$ cat src/rtl/time_set_ctrl_if.sv
// Purpose : user-button and counter-data bundle between the RTC time counter side and time_set_ctrl.
// Latency : pure wiring, no storage.
// Backpressure: none; buttons and counter values are level signals sampled every cycle.
// Ports   : i_btn_* raw buttons, i_cur_* counter readback, o_* load strobe/data and edit status.
interface time_set_ctrl_if;
  logic       i_btn_mode;
  logic       i_btn_up;
  logic       i_btn_down;
  logic [7:0] i_cur_msec;
  logic [7:0] i_cur_sec;
  logic [7:0] i_cur_min;
  logic [7:0] i_cur_hour;
  logic       o_modify;
  logic [7:0] o_msec;
  logic [7:0] o_sec;
  logic [7:0] o_min;
  logic [7:0] o_hour;
  logic       o_editing;
  logic [1:0] o_edit_field;
  logic       o_blink;

  // Driver side: buttons and counter readback out, controller results in.
  modport master (
    output i_btn_mode, i_btn_up, i_btn_down,
    output i_cur_msec, i_cur_sec, i_cur_min, i_cur_hour,
    input  o_modify, o_msec, o_sec, o_min, o_hour,
    input  o_editing, o_edit_field, o_blink
  );

  // Controller side.
  modport slave (
    input  i_btn_mode, i_btn_up, i_btn_down,
    input  i_cur_msec, i_cur_sec, i_cur_min, i_cur_hour,
    output o_modify, o_msec, o_sec, o_min, o_hour,
    output o_editing, o_edit_field, o_blink
  );
endinterface

$ cat src/rtl/time_set_ctrl.sv
// Purpose : debounces MODE/UP/DOWN, runs the hour/min/sec edit FSM and loads the RTC counter.
// Latency : raw button edge to press pulse DEBOUNCE_CYCLES+3 cycles; counter readback 1 cycle.
// Backpressure: none; presses are acted on the cycle they occur, o_modify is a single-cycle strobe.
// Ports   : i_clk, i_reset_n (async active-low); bus (slave) carries buttons, i_cur_* and all o_*.
module time_set_ctrl #(
  parameter int DEBOUNCE_CYCLES = 2000000,
  parameter int BLINK_CYCLES    = 50000000,
  parameter int TIMEOUT_CYCLES  = 1000000000
) (
  input logic            i_clk,
  input logic            i_reset_n,
  time_set_ctrl_if.slave bus
);

  localparam int DW = (DEBOUNCE_CYCLES > 1) ? $clog2(DEBOUNCE_CYCLES) : 1;
  localparam int BW = (BLINK_CYCLES > 1) ? $clog2(BLINK_CYCLES) : 1;
  localparam int TW = (TIMEOUT_CYCLES > 1) ? $clog2(TIMEOUT_CYCLES) : 1;
  localparam logic [DW-1:0] DEB_MAX = DW'(DEBOUNCE_CYCLES - 1);
  localparam logic [BW-1:0] BL_MAX  = BW'(BLINK_CYCLES - 1);
  localparam logic [TW-1:0] TO_MAX  = TW'(TIMEOUT_CYCLES - 1);

  typedef enum logic [2:0] {
    RUN       = 3'd0,
    EDIT_HOUR = 3'd1,
    EDIT_MIN  = 3'd2,
    EDIT_SEC  = 3'd3,
    COMMIT    = 3'd4
  } state_e;

  function automatic logic [7:0] inc_wrap(input logic [7:0] v, input logic [7:0] max);
    return (v >= max) ? 8'd0 : v + 8'd1;
  endfunction

  function automatic logic [7:0] dec_wrap(input logic [7:0] v, input logic [7:0] max);
    return (v == 8'd0) ? max : v - 8'd1;
  endfunction

  // ---------------- button debounce, bit 0 MODE, bit 1 UP, bit 2 DOWN ----------------
  logic [2:0]    raw;
  logic [2:0]    sync1_q, sync2_q;
  logic [2:0]    deb_q, deb_d, deb_prev_q;
  logic [2:0]    press;
  logic [DW-1:0] dcnt_q [3];
  logic [DW-1:0] dcnt_d [3];

  assign raw = {bus.i_btn_down, bus.i_btn_up, bus.i_btn_mode};

  always_comb begin
    for (int i = 0; i < 3; i++) begin
      deb_d[i]  = deb_q[i];
      dcnt_d[i] = '0;
      if (sync2_q[i] != deb_q[i]) begin
        if (dcnt_q[i] == DEB_MAX) begin
          deb_d[i] = ~deb_q[i];
        end else begin
          dcnt_d[i] = dcnt_q[i] + DW'(1);
        end
      end
    end
  end

  // Rising edge of the debounced level only; releases are silent.
  assign press = deb_q & ~deb_prev_q;

  always_ff @(posedge i_clk or negedge i_reset_n) begin
    if (!i_reset_n) begin
      sync1_q    <= '0;
      sync2_q    <= '0;
      deb_q      <= '0;
      deb_prev_q <= '0;
      for (int i = 0; i < 3; i++) dcnt_q[i] <= '0;
    end else begin
      sync1_q    <= raw;
      sync2_q    <= sync1_q;
      deb_q      <= deb_d;
      deb_prev_q <= deb_q;
      for (int i = 0; i < 3; i++) dcnt_q[i] <= dcnt_d[i];
    end
  end

  // ---------------- edit FSM ----------------
  state_e        state_q, state_d;
  logic [7:0]    edit_hour_q, edit_hour_d;
  logic [7:0]    edit_min_q, edit_min_d;
  logic [7:0]    edit_sec_q, edit_sec_d;
  logic [TW-1:0] to_q, to_d;
  logic [BW-1:0] bcnt_q, bcnt_d;
  logic          blink_q, blink_d;
  logic [7:0]    cur_msec_q, cur_sec_q, cur_min_q, cur_hour_q;
  logic          any_press, step_up, step_dn, in_edit;

  assign any_press = |press;
  // UP and DOWN together cancel out but still count as activity for the timeout.
  assign step_up   = press[1] & ~press[2];
  assign step_dn   = press[2] & ~press[1];
  assign in_edit   = (state_q == EDIT_HOUR) || (state_q == EDIT_MIN) || (state_q == EDIT_SEC);

  always_comb begin
    state_d     = state_q;
    edit_hour_d = edit_hour_q;
    edit_min_d  = edit_min_q;
    edit_sec_d  = edit_sec_q;
    to_d        = to_q;
    bcnt_d      = bcnt_q;
    blink_d     = blink_q;

    case (state_q)
      RUN: begin
        to_d    = '0;
        bcnt_d  = '0;
        blink_d = 1'b1;
        if (press[0]) begin
          // Out-of-range counter values are clamped so editing starts from a legal time.
          edit_hour_d = (bus.i_cur_hour >= 8'd24) ? 8'd0 : bus.i_cur_hour;
          edit_min_d  = (bus.i_cur_min  >= 8'd60) ? 8'd0 : bus.i_cur_min;
          edit_sec_d  = (bus.i_cur_sec  >= 8'd60) ? 8'd0 : bus.i_cur_sec;
          state_d     = EDIT_HOUR;
        end
      end

      EDIT_HOUR, EDIT_MIN, EDIT_SEC: begin
        if (any_press) begin
          to_d    = '0;
          bcnt_d  = '0;
          blink_d = 1'b1;
        end else begin
          if (to_q == TO_MAX) begin
            state_d = RUN;
            to_d    = '0;
          end else begin
            to_d = to_q + TW'(1);
          end
          if (bcnt_q == BL_MAX) begin
            blink_d = ~blink_q;
            bcnt_d  = '0;
          end else begin
            bcnt_d = bcnt_q + BW'(1);
          end
        end

        // MODE has priority: UP/DOWN in the same cycle are dropped.
        if (press[0]) begin
          case (state_q)
            EDIT_HOUR: state_d = EDIT_MIN;
            EDIT_MIN:  state_d = EDIT_SEC;
            default:   state_d = COMMIT;
          endcase
        end else if (step_up || step_dn) begin
          case (state_q)
            EDIT_HOUR: edit_hour_d = step_up ? inc_wrap(edit_hour_q, 8'd23) : dec_wrap(edit_hour_q, 8'd23);
            EDIT_MIN:  edit_min_d  = step_up ? inc_wrap(edit_min_q, 8'd59)  : dec_wrap(edit_min_q, 8'd59);
            default:   edit_sec_d  = step_up ? inc_wrap(edit_sec_q, 8'd59)  : dec_wrap(edit_sec_q, 8'd59);
          endcase
        end
      end

      COMMIT: begin
        state_d = RUN;
        to_d    = '0;
        bcnt_d  = '0;
        blink_d = 1'b1;
      end

      default: state_d = RUN;
    endcase
  end

  always_ff @(posedge i_clk or negedge i_reset_n) begin
    if (!i_reset_n) begin
      state_q     <= RUN;
      edit_hour_q <= '0;
      edit_min_q  <= '0;
      edit_sec_q  <= '0;
      to_q        <= '0;
      bcnt_q      <= '0;
      blink_q     <= 1'b1;
      cur_msec_q  <= '0;
      cur_sec_q   <= '0;
      cur_min_q   <= '0;
      cur_hour_q  <= '0;
    end else begin
      state_q     <= state_d;
      edit_hour_q <= edit_hour_d;
      edit_min_q  <= edit_min_d;
      edit_sec_q  <= edit_sec_d;
      to_q        <= to_d;
      bcnt_q      <= bcnt_d;
      blink_q     <= blink_d;
      // Registered readback of the counter, fed back to it while not editing.
      cur_msec_q  <= bus.i_cur_msec;
      cur_sec_q   <= bus.i_cur_sec;
      cur_min_q   <= bus.i_cur_min;
      cur_hour_q  <= bus.i_cur_hour;
    end
  end

  // ---------------- outputs ----------------
  // Outside RUN the counter's data inputs carry the edit registers, so COMMIT loads them directly.
  assign bus.o_modify    = (state_q == COMMIT);
  assign bus.o_editing   = in_edit;
  assign bus.o_blink     = in_edit ? blink_q : 1'b1;
  assign bus.o_msec      = (state_q == RUN) ? cur_msec_q : 8'd0;
  assign bus.o_sec       = (state_q == RUN) ? cur_sec_q  : edit_sec_q;
  assign bus.o_min       = (state_q == RUN) ? cur_min_q  : edit_min_q;
  assign bus.o_hour      = (state_q == RUN) ? cur_hour_q : edit_hour_q;

  always_comb begin
    bus.o_edit_field = 2'd0;
    case (state_q)
      EDIT_HOUR: bus.o_edit_field = 2'd1;
      EDIT_MIN:  bus.o_edit_field = 2'd2;
      EDIT_SEC:  bus.o_edit_field = 2'd3;
      default:   bus.o_edit_field = 2'd0;
    endcase
  end

endmodule

$ cat src/flat_wrapper.sv
// flat-port wrapper written by rule: the top's interface ports become plain ports
module time_set_ctrl_flat 
#(
  parameter int DEBOUNCE_CYCLES = 2000000,
  parameter int BLINK_CYCLES    = 50000000,
  parameter int TIMEOUT_CYCLES  = 1000000000
)
  (i_clk, i_reset_n, bus_i_btn_mode, bus_i_btn_up, bus_i_btn_down, bus_i_cur_msec, bus_i_cur_sec, bus_i_cur_min, bus_i_cur_hour, bus_o_modify, bus_o_msec, bus_o_sec, bus_o_min, bus_o_hour, bus_o_editing, bus_o_edit_field, bus_o_blink);
  time_set_ctrl_if bus_i ();
  input logic i_clk;
  input logic i_reset_n;
  input wire logic [$bits(bus_i.i_btn_mode)-1:0] bus_i_btn_mode;
  input wire logic [$bits(bus_i.i_btn_up)-1:0] bus_i_btn_up;
  input wire logic [$bits(bus_i.i_btn_down)-1:0] bus_i_btn_down;
  input wire logic [$bits(bus_i.i_cur_msec)-1:0] bus_i_cur_msec;
  input wire logic [$bits(bus_i.i_cur_sec)-1:0] bus_i_cur_sec;
  input wire logic [$bits(bus_i.i_cur_min)-1:0] bus_i_cur_min;
  input wire logic [$bits(bus_i.i_cur_hour)-1:0] bus_i_cur_hour;
  output wire logic [$bits(bus_i.o_modify)-1:0] bus_o_modify;
  output wire logic [$bits(bus_i.o_msec)-1:0] bus_o_msec;
  output wire logic [$bits(bus_i.o_sec)-1:0] bus_o_sec;
  output wire logic [$bits(bus_i.o_min)-1:0] bus_o_min;
  output wire logic [$bits(bus_i.o_hour)-1:0] bus_o_hour;
  output wire logic [$bits(bus_i.o_editing)-1:0] bus_o_editing;
  output wire logic [$bits(bus_i.o_edit_field)-1:0] bus_o_edit_field;
  output wire logic [$bits(bus_i.o_blink)-1:0] bus_o_blink;
  assign bus_i.i_btn_mode = bus_i_btn_mode;
  assign bus_i.i_btn_up = bus_i_btn_up;
  assign bus_i.i_btn_down = bus_i_btn_down;
  assign bus_i.i_cur_msec = bus_i_cur_msec;
  assign bus_i.i_cur_sec = bus_i_cur_sec;
  assign bus_i.i_cur_min = bus_i_cur_min;
  assign bus_i.i_cur_hour = bus_i_cur_hour;
  assign bus_o_modify = bus_i.o_modify;
  assign bus_o_msec = bus_i.o_msec;
  assign bus_o_sec = bus_i.o_sec;
  assign bus_o_min = bus_i.o_min;
  assign bus_o_hour = bus_i.o_hour;
  assign bus_o_editing = bus_i.o_editing;
  assign bus_o_edit_field = bus_i.o_edit_field;
  assign bus_o_blink = bus_i.o_blink;
  time_set_ctrl #(.DEBOUNCE_CYCLES(DEBOUNCE_CYCLES), .BLINK_CYCLES(BLINK_CYCLES), .TIMEOUT_CYCLES(TIMEOUT_CYCLES)) u_core (.i_clk(i_clk), .i_reset_n(i_reset_n), .bus(bus_i));
endmodule
$ cat config.mk
export PLATFORM = sky130hd
export DESIGN_NAME = time_set_ctrl_flat
export DESIGN_NICKNAME = d
export VERILOG_FILES = /design/src/rtl/time_set_ctrl_if.sv /design/src/rtl/time_set_ctrl.sv /design/src/flat_wrapper.sv
export SDC_FILE = /design/constraint.sdc
export NUM_CORES = 1
export LEC_CHECK = 0
export CAP_MARGIN = 10
export CELL_PAD_IN_SITES_DETAIL_PLACEMENT = 0
export CELL_PAD_IN_SITES_GLOBAL_PLACEMENT = 1
export CORE_MARGIN = 4
export CORE_UTILIZATION = 42
export CTS_CLUSTER_SIZE = 28
export DETAILED_ROUTE_END_ITERATION = 10
export GPL_TIMING_DRIVEN = 0
export PLACE_DENSITY_LB_ADDON = 0.05
export REMOVE_ABC_BUFFERS = 1
export SETUP_SLACK_MARGIN = 0.3
export SYNTH_ARGS = -nofsm -noshare
export SYNTH_HDL_FRONTEND = slang
export SYNTH_SLANG_ARGS = --single-unit
$ cat constraint.sdc
create_clock -name i_clk -period 2.2 [get_ports i_clk]
set_input_delay 0.44 -clock i_clk [delete_from_list [all_inputs] [get_ports i_clk]]
set_output_delay 0.44 -clock i_clk [all_outputs]
set_load 0.05 [all_outputs]
# Word-level counts from Yosys, hierarchy flattened

Index checks and enable logic that the tools add are counted.

Input port bits: 37
Word-level logic and storage cells: 143
Bits in registers: 191

Reduce and logical (&&, ||, !) cells: 21
Order comparisons: 6
Equal/unequal tests: 21
Bitwise operators: 10
Muxes and demuxes: 54
Add/subtract/negate cells: 11

Operator list:

| operator                                                                | number |
|---|---|
| 8-bit 2-to-1 mux                                                        | 28 |
| 21-bit 2-to-1 mux                                                       | 6 |
| 21-bit by 1-bit adder with 21-bit output, second input constant         | 3 |
| 21-bit == test, second input constant                                   | 3 |
| 30-bit 2-to-1 mux                                                       | 2 |
| 30-bit one-hot mux with 2 select lines                                  | 1 |
| 26-bit 2-to-1 mux                                                       | 2 |
| 26-bit one-hot mux with 2 select lines                                  | 1 |
| 8-bit one-hot mux with 2 select lines                                   | 3 |
| 8-bit by 6-bit >= comparator with 1-bit output, second input constant   | 4 |
| 30-bit by 1-bit adder with 30-bit output, second input constant         | 1 |
| 30-bit == test, second input constant                                   | 1 |
| 26-bit by 1-bit adder with 26-bit output, second input constant         | 1 |
| 26-bit == test, second input constant                                   | 1 |
| 8-bit by 1-bit adder with 8-bit output, second input constant           | 3 |
| 8-bit logical NOT                                                       | 3 |
| 8-bit by 1-bit subtractor with 8-bit output, second input constant      | 3 |
| 8-bit by 5-bit >= comparator with 1-bit output, second input constant   | 2 |
| 5-bit AND reduction                                                     | 3 |
| 3-bit 2-to-1 mux                                                        | 4 |
| 3-bit one-hot mux with 2 select lines                                   | 2 |
| 2-bit by 1-bit inequality test with 1-bit output, second input constant | 4 |
| 2-bit AND reduction                                                     | 4 |
| 3-bit by 2-bit == test with 1-bit output, second input constant         | 2 |
| 19 further kinds                                                        | 36 |

# Depth between registers and ports, before layout

Depth after elaboration: 9
Mapped depth: 10
Depth with buffers taken out: 8

# Worst setup path after synthesis

No wires, ideal clock.

Path kind: register to output
Start: register u_core.state_q[0]
End: output bus_o_hour[0]
Setup slack: -0.182 ns
Data required time: 1.760 ns
Stages on the path, launching flop included: 5
Arrival time: 1.942 ns
Path through: dfrtp_1 buf_2 nor3_4 clkbuf_1 o21ai_0

Cells in the longest elaborated chain, start to end: 2

Ends and longest elaborated chain:

| item                     | RTL line             | source |
|---|---|---|
| start: declaration       | time_set_ctrl.sv:82  | `state_e state_q, state_d;` |
| start signal: assignment | time_set_ctrl.sv:182 | `state_q <= state_d;` |
| 3-bit logical NOT        | time_set_ctrl.sv:205 | `assign bus.o_hour = (state_q == RUN) ? cur_hour_q : edit_hour_q;` |
| 8-bit 2-to-1 mux         | time_set_ctrl.sv:205 |  |
| end: declaration         | flat_wrapper.sv:23   | `output wire logic [$bits(bus_i.o_hour)-1:0] bus_o_hour;` |

Every way passes these cells.

# Worst setup path in the final report

Start: register u_core.state_q[1]
End: output bus_o_msec[0]

Cells in the longest elaborated chain, start to end: 2

Ends and longest elaborated chain:

| item              | RTL line             | source |
|---|---|---|
| 3-bit logical NOT | time_set_ctrl.sv:202 | `assign bus.o_msec = (state_q == RUN) ? cur_msec_q : 8'd0;` |
| 8-bit 2-to-1 mux  | time_set_ctrl.sv:202 |  |
| end: declaration  | flat_wrapper.sv:20   | `output wire logic [$bits(bus_i.o_msec)-1:0] bus_o_msec;` |

Every way passes these cells.

==> metrics <==
WL final=about 26,000 um; Unique masters post-synth=73; worst-case clock buffer depth=2; Max Transition Viols Final=0; Die H=161.6 um; GRT Overall Usage=19.08%; IO buf count=73; Max FO, Critical Path=6; Ant. Diodes=0; DR DRC count=0; Hold Slack=0.3551 ns; max incr delay on CP=between 0.4 and 0.5 ns; HP Class=reg -> reg; Setup Viol. Count Final=33; status=finished, violations left; FF+latch count, synth=191; largest net degree at the start of global routing=~80; reg-to-reg critical path endpoint=u_core.edit_sec_q[3]; met2 Resource Use GR=between 30% and 40%; met3 usage=3.470%; CP Data Arrival Time=1.91 ns; Routed Antenna Nets=0; Async S/R FF share, synth=100.0%; met1 Use GR=between 20% and 30%; first-pass GRT wire length=41,070 um; routed vias=8,206; core area=0.02292 sq mm; clock sink count=between 150 and 200; ys flop type=dfrtp_1; post-route cell area=0.01400 sq mm; post-synthesis cell count=between 1,000 and 1,500; crit path kind=reg -> out; fmax=425.8 MHz; vias in the first global route=between 7,000 and 8,000; maxcap violations=0; Critical Path Source=u_core.state_q[1]; fin crit share=106.8%; Register-to-Register Path Depth=11; worst skew pair latency=0.43 ns; violated checks=negative setup slack; crit-path most repeated cell=buf_12; VDD IR max=0.4438 mV; fraction of the yosys area taken by sequential cells=48.25%; crit-path leading delay family=buffers and inverters; Hold Path End=u_core.sync2_q[1]; Min Clock Period, post-route=about 2.3 ns; hold path start=u_core.sync1_q[1]; GR peak layer=met2; Vias/cell=5.392; I/O pin cnt=74; R2R Setup Slk=0.07 ns; root buffer cell=clkbuf_16; layout cells sized above 1=31.43%; RePlAce Congestion=0.7676; CTS tree=built; hpwl dp=between 15,000 and 20,000 um; Initial Utilization=43.24%; mean post-synth cell area=just under 10 sq um; Worst EP required=1.76 ns; Initial DRT Pass Iterations=6; total CTS buffers=17; H-Tree Depth=4; Die X=161.6 um; Slowest-stage cell, CP=dfrtp_2; initial drt markers=429; Synth Cell Area=approximately 0.0099 sq mm; Yosys Warn Count=0; fill cell count=1,906; Slew HR=between 60 and 70%; Area Growth Syn to Fin=41.27%; Final WS setup=-0.1486 ns; LEAKAGE=0.005828 uW; clock-pin slew on the worst setup and hold paths=0.07 ns; CP cell instances=nor3_4 > buf_12 > buf_6 > buf_12 > buf_16 > and2_4 > buf_12; most common cell after layout, fill and taps aside=dfrtp_1; Hold Path Stages=0; antenna violations before repair=0; Critical Path End Type=primary output; r2r startpoint=u_core.state_q[0]; routed len/inst=16.84 um; RSZ-0062 raised after global routing=yes; area of the die=0.02611 sq mm; Worst Skew=0.01214 ns; global route overflow=0; crit path buf inv count=5; power density over the cells=approximately 530 mW/mm^2; most frequent cells in the layout=178 x dfrtp_1, 131 x nor2_1, 67 x nand2_1; crit path launch type=flip-flop; Fin. Hold Viols=0; Nets=1,248; Place WS=-0.9743 ns; worst slew pin tran=roughly 0.55 ns; Final Power=7391 uW; Rows=55; number of flops mapped to enable cells by yosys=0; Placement Cell Area=between 0.01 and 0.015 sq mm
-- routing by layer --
metal	routed length [um]	part of all wire, %
met5	0	0
met4	224	0.87
met3	834	3.3
met2	12450	49
met1	12130	47
-- sequential cells by signal, summed over array words and instances (netlist names), 8 cells and up --
signal	cells
u_core.dcnt_q	63
u_core.to_q	30
u_core.bcnt_q	26
u_core.cur_hour_q	8
u_core.cur_min_q	8
u_core.cur_msec_q	8
u_core.cur_sec_q	8
u_core.edit_hour_q	8
u_core.edit_min_q	8
u_core.edit_sec_q	8
-- Yosys cell counts, types with 4 or more instances --
master	n	area [sq um]
a211oi_1	4	30.03
a21oi_1	38	190.2
a221oi_1	5	43.79
a31oi_1	18	112.6
and2_1	12	75.07
and3_1	18	112.6
and4_1	15	131.4
buf_2	14	70.07
clkbuf_1	25	93.84
dfrtp_1	190	4755
ha_1	13	162.7
inv_1	34	127.6
mux2_2	18	202.7
mux2i_1	4	40.04
nand2_1	77	289.0
nand2b_1	13	81.33
nand3_1	61	305.3
nand3b_1	5	37.54
nand4_1	26	162.7
nor2_1	138	518.0
nor3_1	35	175.2
nor3_2	9	90.09
nor3b_1	5	37.54
nor4_1	11	68.82
nor4_2	7	87.58
nor4b_1	8	70.07
o211ai_1	5	37.54
o21ai_0	41	205.2
o21ai_1	7	35.03
o31ai_1	6	45.04
or3_1	9	56.30
xnor2_1	45	394.1
xor2_1	53	464.2
-- cells by family after synthesis --
group | Yosys count | share of synthesized area, %
AOI/OAI and AO/OA | 155 | 9.913
xor gates and xnor gates | 98 | 8.663
adders and majority gates | 13 | 1.642
buffers and inverters | 75 | 3.094
DFF | 191 | 48.25
muxes | 22 | 2.450
and+or+nand+nor | 477 | 25.99
-- timing repair --
action / CTS / global route
gates resized for setup: 465 / 140
endpoints found under the hold margin: 43 / 0
hold buffers: 1 / 0
buffers inserted: 60 / 39
cloned: 6 / 3
endpoints found under the setup margin: 168 / 173
pin swaps: 57 / 49
-- report_power, final --
part	total [uW]	internal, uW	switching [uW]	leakage [uW]
combinational	507	216	290	0.00302
clock	3290	1910	1380	0.000299
sequential	3600	3560	38.0	0.00250
total	7390	5690	1710	0.00583
-- metrics by stage --
step	TNS [ns]	instances	utilization, %
floorplan	-16.06	991	-
global placement	-1560.36	1377	47.37
detailed placement	-51.41	1383	47.86
CTS	-2.437	1480	56.78
global route	-4.901	1522	61.08
finish	-3.057	1522	61.08
-- worst max-delay path by stage --
stage | to | cells past startpoint
finish | bus_o_msec[0] | 7
global route | bus_o_msec[0] | 7
CTS | bus_o_hour[2] | 5
detailed placement | bus_o_hour[2] | 4
global placement | u_core.dcnt_q[13] | 1
floorplan | bus_o_hour[0] | 2
-- area by class of cell --
type / count / area, sq um / share of cell area, %
inverter: 35 / 152.6 / 1.091
sequential: 191 / 4796 / 34.26
multi-input combinational: 769 / 5922 / 42.31
clock buffer: 18 / 429.2 / 3.066
timing repair buffer: 184 / 2122 / 15.16
clock inverter: 12 / 183.9 / 1.314
tap: 313 / 391.6 / 2.798
No activity file was read; power rests on OpenSTA's default activity.
